==> src/rtl/booth_pkg.sv <==
// booth_pkg: shared defaults, FSM state encoding and the partial-product alignment helper.
package booth_pkg;
  localparam int BOOTH_N = 64;
  localparam int BOOTH_NPP = BOOTH_N / 2;
  localparam int BOOTH_KW = $clog2(BOOTH_NPP);
  typedef enum logic [1:0] {IDLE, ACCUM, RESOLVE, DONE} state_t;
  function automatic logic [2*BOOTH_N-1:0] sext_shift(input logic [BOOTH_N:0] pp, input logic [BOOTH_KW-1:0] k);
    return {{(BOOTH_N-1){pp[BOOTH_N]}}, pp} << {k, 1'b0};
  endfunction
endpackage

==> src/rtl/booth_pp_align.sv <==
// booth_pp_align: sign-extends a Booth partial product to 2N bits and aligns it by 2k.
module booth_pp_align #(
  parameter int N = 64,
  parameter int KW = 5
) (
  input  logic [N:0]     pp,
  input  logic [KW-1:0]  k,
  output logic [2*N-1:0] term
);
  assign term = {{(N-1){pp[N]}}, pp} << {k, 1'b0};
endmodule

==> src/rtl/booth_pp_accumulator.sv <==
// booth_pp_accumulator: sequential Booth partial-product accumulator with valid/ready product output.
// BOOTH_CSA_ACC_EN selects a carry-save accumulator plus a final RESOLVE add.
module booth_pp_accumulator
  import booth_pkg::*;
#(
  parameter int N = BOOTH_N,
  parameter int NPP = N / 2
) (
  input  logic           clk,
  input  logic           reset,
  input  logic           start,
  input  logic           pp_valid,
  output logic           pp_ready,
  input  logic [N:0]     pp_data,
  output logic           busy,
  output logic           prod_valid,
  input  logic           prod_ready,
  output logic [2*N-1:0] prod
);
  localparam int KW = $clog2(NPP);
  state_t state_q, state_d;
  logic [KW-1:0] k_q, k_d;
  logic [2*N-1:0] prod_q, prod_d, term;
  logic last;
`ifdef BOOTH_CSA_ACC_EN
  logic [2*N-1:0] sum_q, sum_d, carry_q, carry_d;
`else
  logic [2*N-1:0] acc_q, acc_d;
`endif
  booth_pp_align #(.N(N), .KW(KW)) u_align (.pp(pp_data), .k(k_q), .term(term));
  assign last = k_q == KW'(NPP - 1);
  assign pp_ready = state_q == ACCUM;
  assign busy = state_q != IDLE;
  assign prod_valid = state_q == DONE;
  assign prod = prod_q;
  always_comb begin
    state_d = state_q;
    k_d = k_q;
    prod_d = prod_q;
`ifdef BOOTH_CSA_ACC_EN
    sum_d = sum_q;
    carry_d = carry_q;
`else
    acc_d = acc_q;
`endif
    case (state_q)
      IDLE: if (start) begin
        state_d = ACCUM;
        k_d = '0;
`ifdef BOOTH_CSA_ACC_EN
        sum_d = '0;
        carry_d = '0;
`else
        acc_d = '0;
`endif
      end
      ACCUM: if (pp_valid) begin
        k_d = last ? '0 : k_q + 1'b1;
`ifdef BOOTH_CSA_ACC_EN
        // 3:2 compression keeps the per-pp path free of carry propagation
        sum_d = sum_q ^ carry_q ^ term;
        carry_d = ((sum_q & carry_q) | (sum_q & term) | (carry_q & term)) << 1;
        state_d = last ? RESOLVE : ACCUM;
`else
        acc_d = acc_q + term;
        state_d = last ? DONE : ACCUM;
        prod_d = last ? acc_d : prod_q;
`endif
      end
`ifdef BOOTH_CSA_ACC_EN
      RESOLVE: begin
        prod_d = sum_q + carry_q;
        state_d = DONE;
      end
`endif
      DONE: state_d = prod_ready ? IDLE : DONE;
      default: state_d = IDLE;
    endcase
  end
  always_ff @(posedge clk or posedge reset) begin
    if (reset) begin
      state_q <= IDLE;
      k_q <= '0;
      prod_q <= '0;
`ifdef BOOTH_CSA_ACC_EN
      sum_q <= '0;
      carry_q <= '0;
`else
      acc_q <= '0;
`endif
    end else begin
      state_q <= state_d;
      k_q <= k_d;
      prod_q <= prod_d;
`ifdef BOOTH_CSA_ACC_EN
      sum_q <= sum_d;
      carry_q <= carry_d;
`else
      acc_q <= acc_d;
`endif
    end
  end
endmodule
==> config.mk <==
export PLATFORM = sky130hd
export DESIGN_NAME = booth_pp_accumulator
export DESIGN_NICKNAME = d
export VERILOG_FILES = /design/src/rtl/booth_pkg.sv /design/src/rtl/booth_pp_align.sv /design/src/rtl/booth_pp_accumulator.sv
export SDC_FILE = /design/constraint.sdc
export NUM_CORES = 1
export LEC_CHECK = 0
export CAP_MARGIN = 20
export CORE_MARGIN = 10
export CORE_UTILIZATION = 55
export CTS_CLUSTER_DIAMETER = 60
export CTS_CLUSTER_SIZE = 28
export DETAILED_ROUTE_END_ITERATION = 16
export PLACE_DENSITY = 0.74
export SLEW_MARGIN = 30
export SYNTH_ARGS = -nofsm -noshare
export SYNTH_HDL_FRONTEND = slang
export SYNTH_SLANG_ARGS = --single-unit
==> constraint.sdc <==
create_clock -name clk -period 11.59 [get_ports clk]
set_input_delay 2.318 -clock clk [delete_from_list [all_inputs] [get_ports clk]]
set_output_delay 2.318 -clock clk [all_outputs]
set_load 0.005 [all_outputs]
[Word level (Yosys, flattened, before mapping)]
Index checks and enable logic that the tools add are counted.
Storage, ports and cells
  logic and storage cells: 30
  register bits after elaboration: 263
  output and inout bits: 131
  input bits: 70
Operators by class
  reduce and logical (&&, ||, !) cells: 6
  muxes and demuxes: 12
  shift operators: 1
  equal/unequal tests: 5
  add/subtract/negate cells: 2
Operators by type and width (count)
  two-way mux 128 bit: 2
  one-hot mux 128 bit (2 select lines): 1
  adder 128 bit: 1
  << shifter 128 x 6 -> 128 bit: 1
  two-way mux 5 bit: 3
  one-hot mux 5 bit (2 select lines): 1
  two-way mux 2 bit: 4
  one-hot mux 2 bit (3 select lines): 1
  AND reduction 3 bit: 2
  adder 5 x 1 -> 5 bit, second input constant: 1
  equality test 5 bit, second input constant: 1
  inequality test 2 bit, second input constant: 2
  nonzero test 2 bit: 2
  equality test 2 x 1 -> 1 bit, second input constant: 1
  equality test 2 bit, second input constant: 1
  logical NOT 2 bit: 1
  AND reduction 2 bit: 1

[Longest topological paths before layout]
  depth after elaboration: 4
  depth in mapped cells: 24
  mapped depth without buffers: 21

[Modules after synthesis]
Synthesis repeated with hierarchy kept, for this count alone.
Unflattened totals
  cells, all modules: 2765
  area total of the unflattened synthesis: 22519.1 µm²
Modules (own cells, without submodules)
  booth_pp_accumulator: seq. area each 6581.3 µm², cells each 2133, area each 17464.2 µm², instances 1
  booth_pp_align: seq. area each 0.0 µm², cells each 632, area each 5054.8 µm², instances 1

[Worst setup path after synthesis]
No wires, ideal clock.
  kind: input to register
  start: in pp_data[6]
  end: reg prod_q[125] (netlist: prod[125])
  slack: 5525 ps
  path buffers: 1
  stages on the path: 19
  required time: 11507 ps
  arrival time: 5982 ps
  library setup time: 83 ps
  path through: mux4_2 -> a21oi_1 -> mux2i_1 -> nand2_1 -> o21ai_0 -> ha_1 -> buf_2 -> nand4_1 -> or2_1 -> or3_4 -> nor3_2 -> nand2_1 -> a211oi_2 -> nor3_2 -> o21ai_4 -> a31oi_4 -> o311ai_4 -> mux2_4 -> o22ai_1
On the way
  word-level cells in the longest chain between the ends: 2
RTL lines
  from (decl): RTL line booth_pp_accumulator.sv:14  | input logic [N:0] pp_data,
  << shifter 128 x 6 -> 128 bit: RTL line booth_pp_align.sv:10  | assign term = {{(N-1){pp[N]}}, pp} << {k, 1'b0};
  adder 128 bit: RTL line booth_pp_accumulator.sv:65  | acc_d = acc_q + term;
  to (signal assigned): RTL line booth_pp_accumulator.sv:94  | prod_q <= prod_d;
  to (decl): RTL line booth_pp_accumulator.sv:23  | logic [2*N-1:0] prod_q, prod_d, term;
Every way passes these cells.
A chain may end at the register's enable or synchronous reset.

[Worst setup path after layout]
  start: in pp_data[64]
  end: reg acc_q[125]
On the way
  word-level cells in the longest chain between the ends: 4
RTL lines
  << shifter 128 x 6 -> 128 bit: RTL line booth_pp_align.sv:10
  adder 128 bit: RTL line booth_pp_accumulator.sv:65
  two-way mux 128 bit: RTL line booth_pp_accumulator.sv:57  | ACCUM: if (pp_valid) begin
  one-hot mux 128 bit (2 select lines): RTL line booth_pp_accumulator.sv:46  | case (state_q)
  to (signal assigned): RTL line booth_pp_accumulator.sv:89  | acc_q <= '0;
  to (signal assigned): RTL line booth_pp_accumulator.sv:99  | acc_q <= acc_d;
  to (decl): RTL line booth_pp_accumulator.sv:28  | logic [2*N-1:0] acc_q, acc_d;
Every way passes these cells. The select of a mux whose other input is x is not followed.

==> metrics <==
Reg clk slew, reported paths 80 ps; number of global-route vias before repair 21,100; post_cts resized 0; Synth Area in XOR/XNOR 5.05%; Post-Synth Simple-Gate Area 17.3%; main flop type after synthesis dfrtp_1; Die Span Y 219 um; Die W 219 um; CP startpoint kind input port; via count 21,800; sequential fraction of the synthesis area 30.1%; CTS tree built; Final Max Slew Viols 0; clk_lat worst skew 600 ps; post-DP HPWL 63,500 um; layout cells sized above 1 7.52%; critical path class in -> reg; Hold Path Class reg -> reg; die area 0.0481 mm2; core box area 0.0389 mm2; Vias/cell 6.57; max_cap viols 0; Seq cells post-synth 263; Pre-antenna DRT Iters 7; H-tree Lvls 1; CP required 12,110 ps; setup bufs post-CTS 0; total congestion overflow 0; # port buffers 200; boundary pin count 201; CTS max path bufs 3; CTS hold repair buffers 0; Peak Freq 124 MHz; Total GRT Usage 32.6%; nets 2,983; Max FO, Critical Path 16; synthesized area 0.0218 mm2; Post-synth EDFFs 0; worst hold stages 2; Mean Syn Cell Area 8.07 um2; Starting Density 56.1%; Layout area overhead 14.8%; Placer Congestion 1.08; most frequent cells after synthesis 479 x nand2_1, 362 x o21ai_0, 263 x dfrtp_1; fin crit period 8040 ps; clock sinks 263; Synth Area in Adders 7.49%; post-synth top area cell dfrtp_1; Least-Margin Pin Slew 1090 ps; Post-Route WL 80,800 um; RSZ-0062 raised after global routing false; Post-Synthesis Cells 2,706; asr flop ratio synth 100%; fillers 3,275; worst-case reg-to-reg path depth 20; drt wl/cell 24.3 um; critical path arrival 8560 ps; syn_nets 2,906; Post-DRT Antenna Nets 0; FF+latch area 0.00660 mm2; Clock Skews 41.9 ps; CTS root buffer clkbuf_16; most frequent cell after synthesis nand2_1; global-route wire length before repair 123,000 um; Row Count 72; crit end category flip-flop; Synth warnings 0; largest net degree at the start of global routing 138; drt first-iter violations 2,563; status finished clean; area occupied by multi-input gates 0.0144 mm2; Final Setup Violations 0; Synth Area in Compound Gates 25.1%; largest family of logic cells by synthesized area compound AO/OA/AOI/OAI gates; Distinct cells, synth 88; crit share post-route 69.4%; Post-route DRC 0; Area contributors post-synth dfrtp_1 30%, o21ai_0 8.3%, nand2_1 8.2%; Fin Setup TNS 0 ps; top-area cell type share of the netlist area 30.1%; Slew headroom 27.5%; multiplexer share of the synthesized area 11.0%; clock buffer count from CTS 28; initial antenna violation count 0; Fin. Hold Viols 0
## critical path, cell delays in order
cell             delay, ps
clkdlybuf4s50_1        880
nor2_1                 210
o31ai_1                700
o21ai_0                310
a21o_1                 250
mux2i_1                380
ha_1                   360
nand2_1                130
nor2_1                 270
nand3_1                150
nor3_1                 560
nor3b_1                570
nor3_2                 170
o21ai_4                310
a31oi_4                180
o311ai_4               320
mux2_4                 330
o21ai_1                130
## final timing paths
| path | startpoint | endpoint | slack, ps |
|---|---|---|---|
| worst max-delay path | pp_data[64] | acc_q[125]$_DFFE_PP0P_ | 3550 |
| worst min-delay path | prod[95]$_DFFE_PP0P_ | prod[95]$_DFFE_PP0P_ | 480 |
| worst max register to register | k_q[1]$_DFFE_PP0P_ | acc_q[125]$_DFFE_PP0P_ | 4810 |
| worst min register to register | prod[95]$_DFFE_PP0P_ | prod[95]$_DFFE_PP0P_ | 480 |
| max in group asynchronous | reset | prod[55]$_DFFE_PP0P_ | 8400 |
| min in group asynchronous | reset | acc_q[117]$_DFFE_PP0P_ | 2080 |
## metal layers
metal	track usage, %	routed length (um)	vias to the layer above
met1	41.3	32300	10500
met4	16.0	4400	0
met3	5.02	6900	237
met5	0	0	-
li1	-	-	9926
met2	53.5	37200	1220
## cell usage in the layout (no fill, tap or decap), types with 50 or more instances in the layout
cell type	instances
ha_1	129
nand2_1	476
mux2i_1	96
xnor2_1	78
a21oi_1	246
nand4_1	55
o21ai_0	362
inv_1	50
clkdlybuf4s50_1	200
dfrtp_1	258
nor2_1	180
a21o_1	53
## flip-flops by register name, summed over array words and instances, names as in the netlist
signal and flops:
acc_q 128, prod 128, k_q 5, state_q 2
## logic make-up (layout without fill, tap and decap cells)
kind of cell	after synthesis	in the layout
multiplexers	183	183
XOR/XNOR	125	125
other	0	1
AO/OA/AOI/OAI	916	916
buffers and inverters	222	321
flip-flops	263	263
adder cells (fa/ha/maj)	130	130
AND/OR/NAND/NOR	867	867
## metrics by stage
stage	area (um2)	cells	worst slack [ps]	utilization (%)	hold WS [ps]
2_1_floorplan	21800	2706	2030	-	456
3_3_place_gp	24000	3270	2870	61.7	458
3_5_place_dp	24000	3270	3020	61.7	467
4_1_cts	25000	3322	3630	64.3	486
5_1_grt	25100	3323	3180	64.4	506
6_report	25100	3324	3550	64.4	481
## cell type report
cell class	instances	area share [%]
Antenna cell	1	0.00998
Clock buffer	33	2.95
Clock inverter	19	1.19
Inverter	54	0.839
Multi-Input combinational cell	2221	57.5
Sequential cell	263	26.3
Tap cell	518	2.59
Timing Repair Buffer	215	8.58
Power is left out: the tool's default activity adds up to more than one toggle a clock period on the data nets, which glitch-free logic cannot reach.
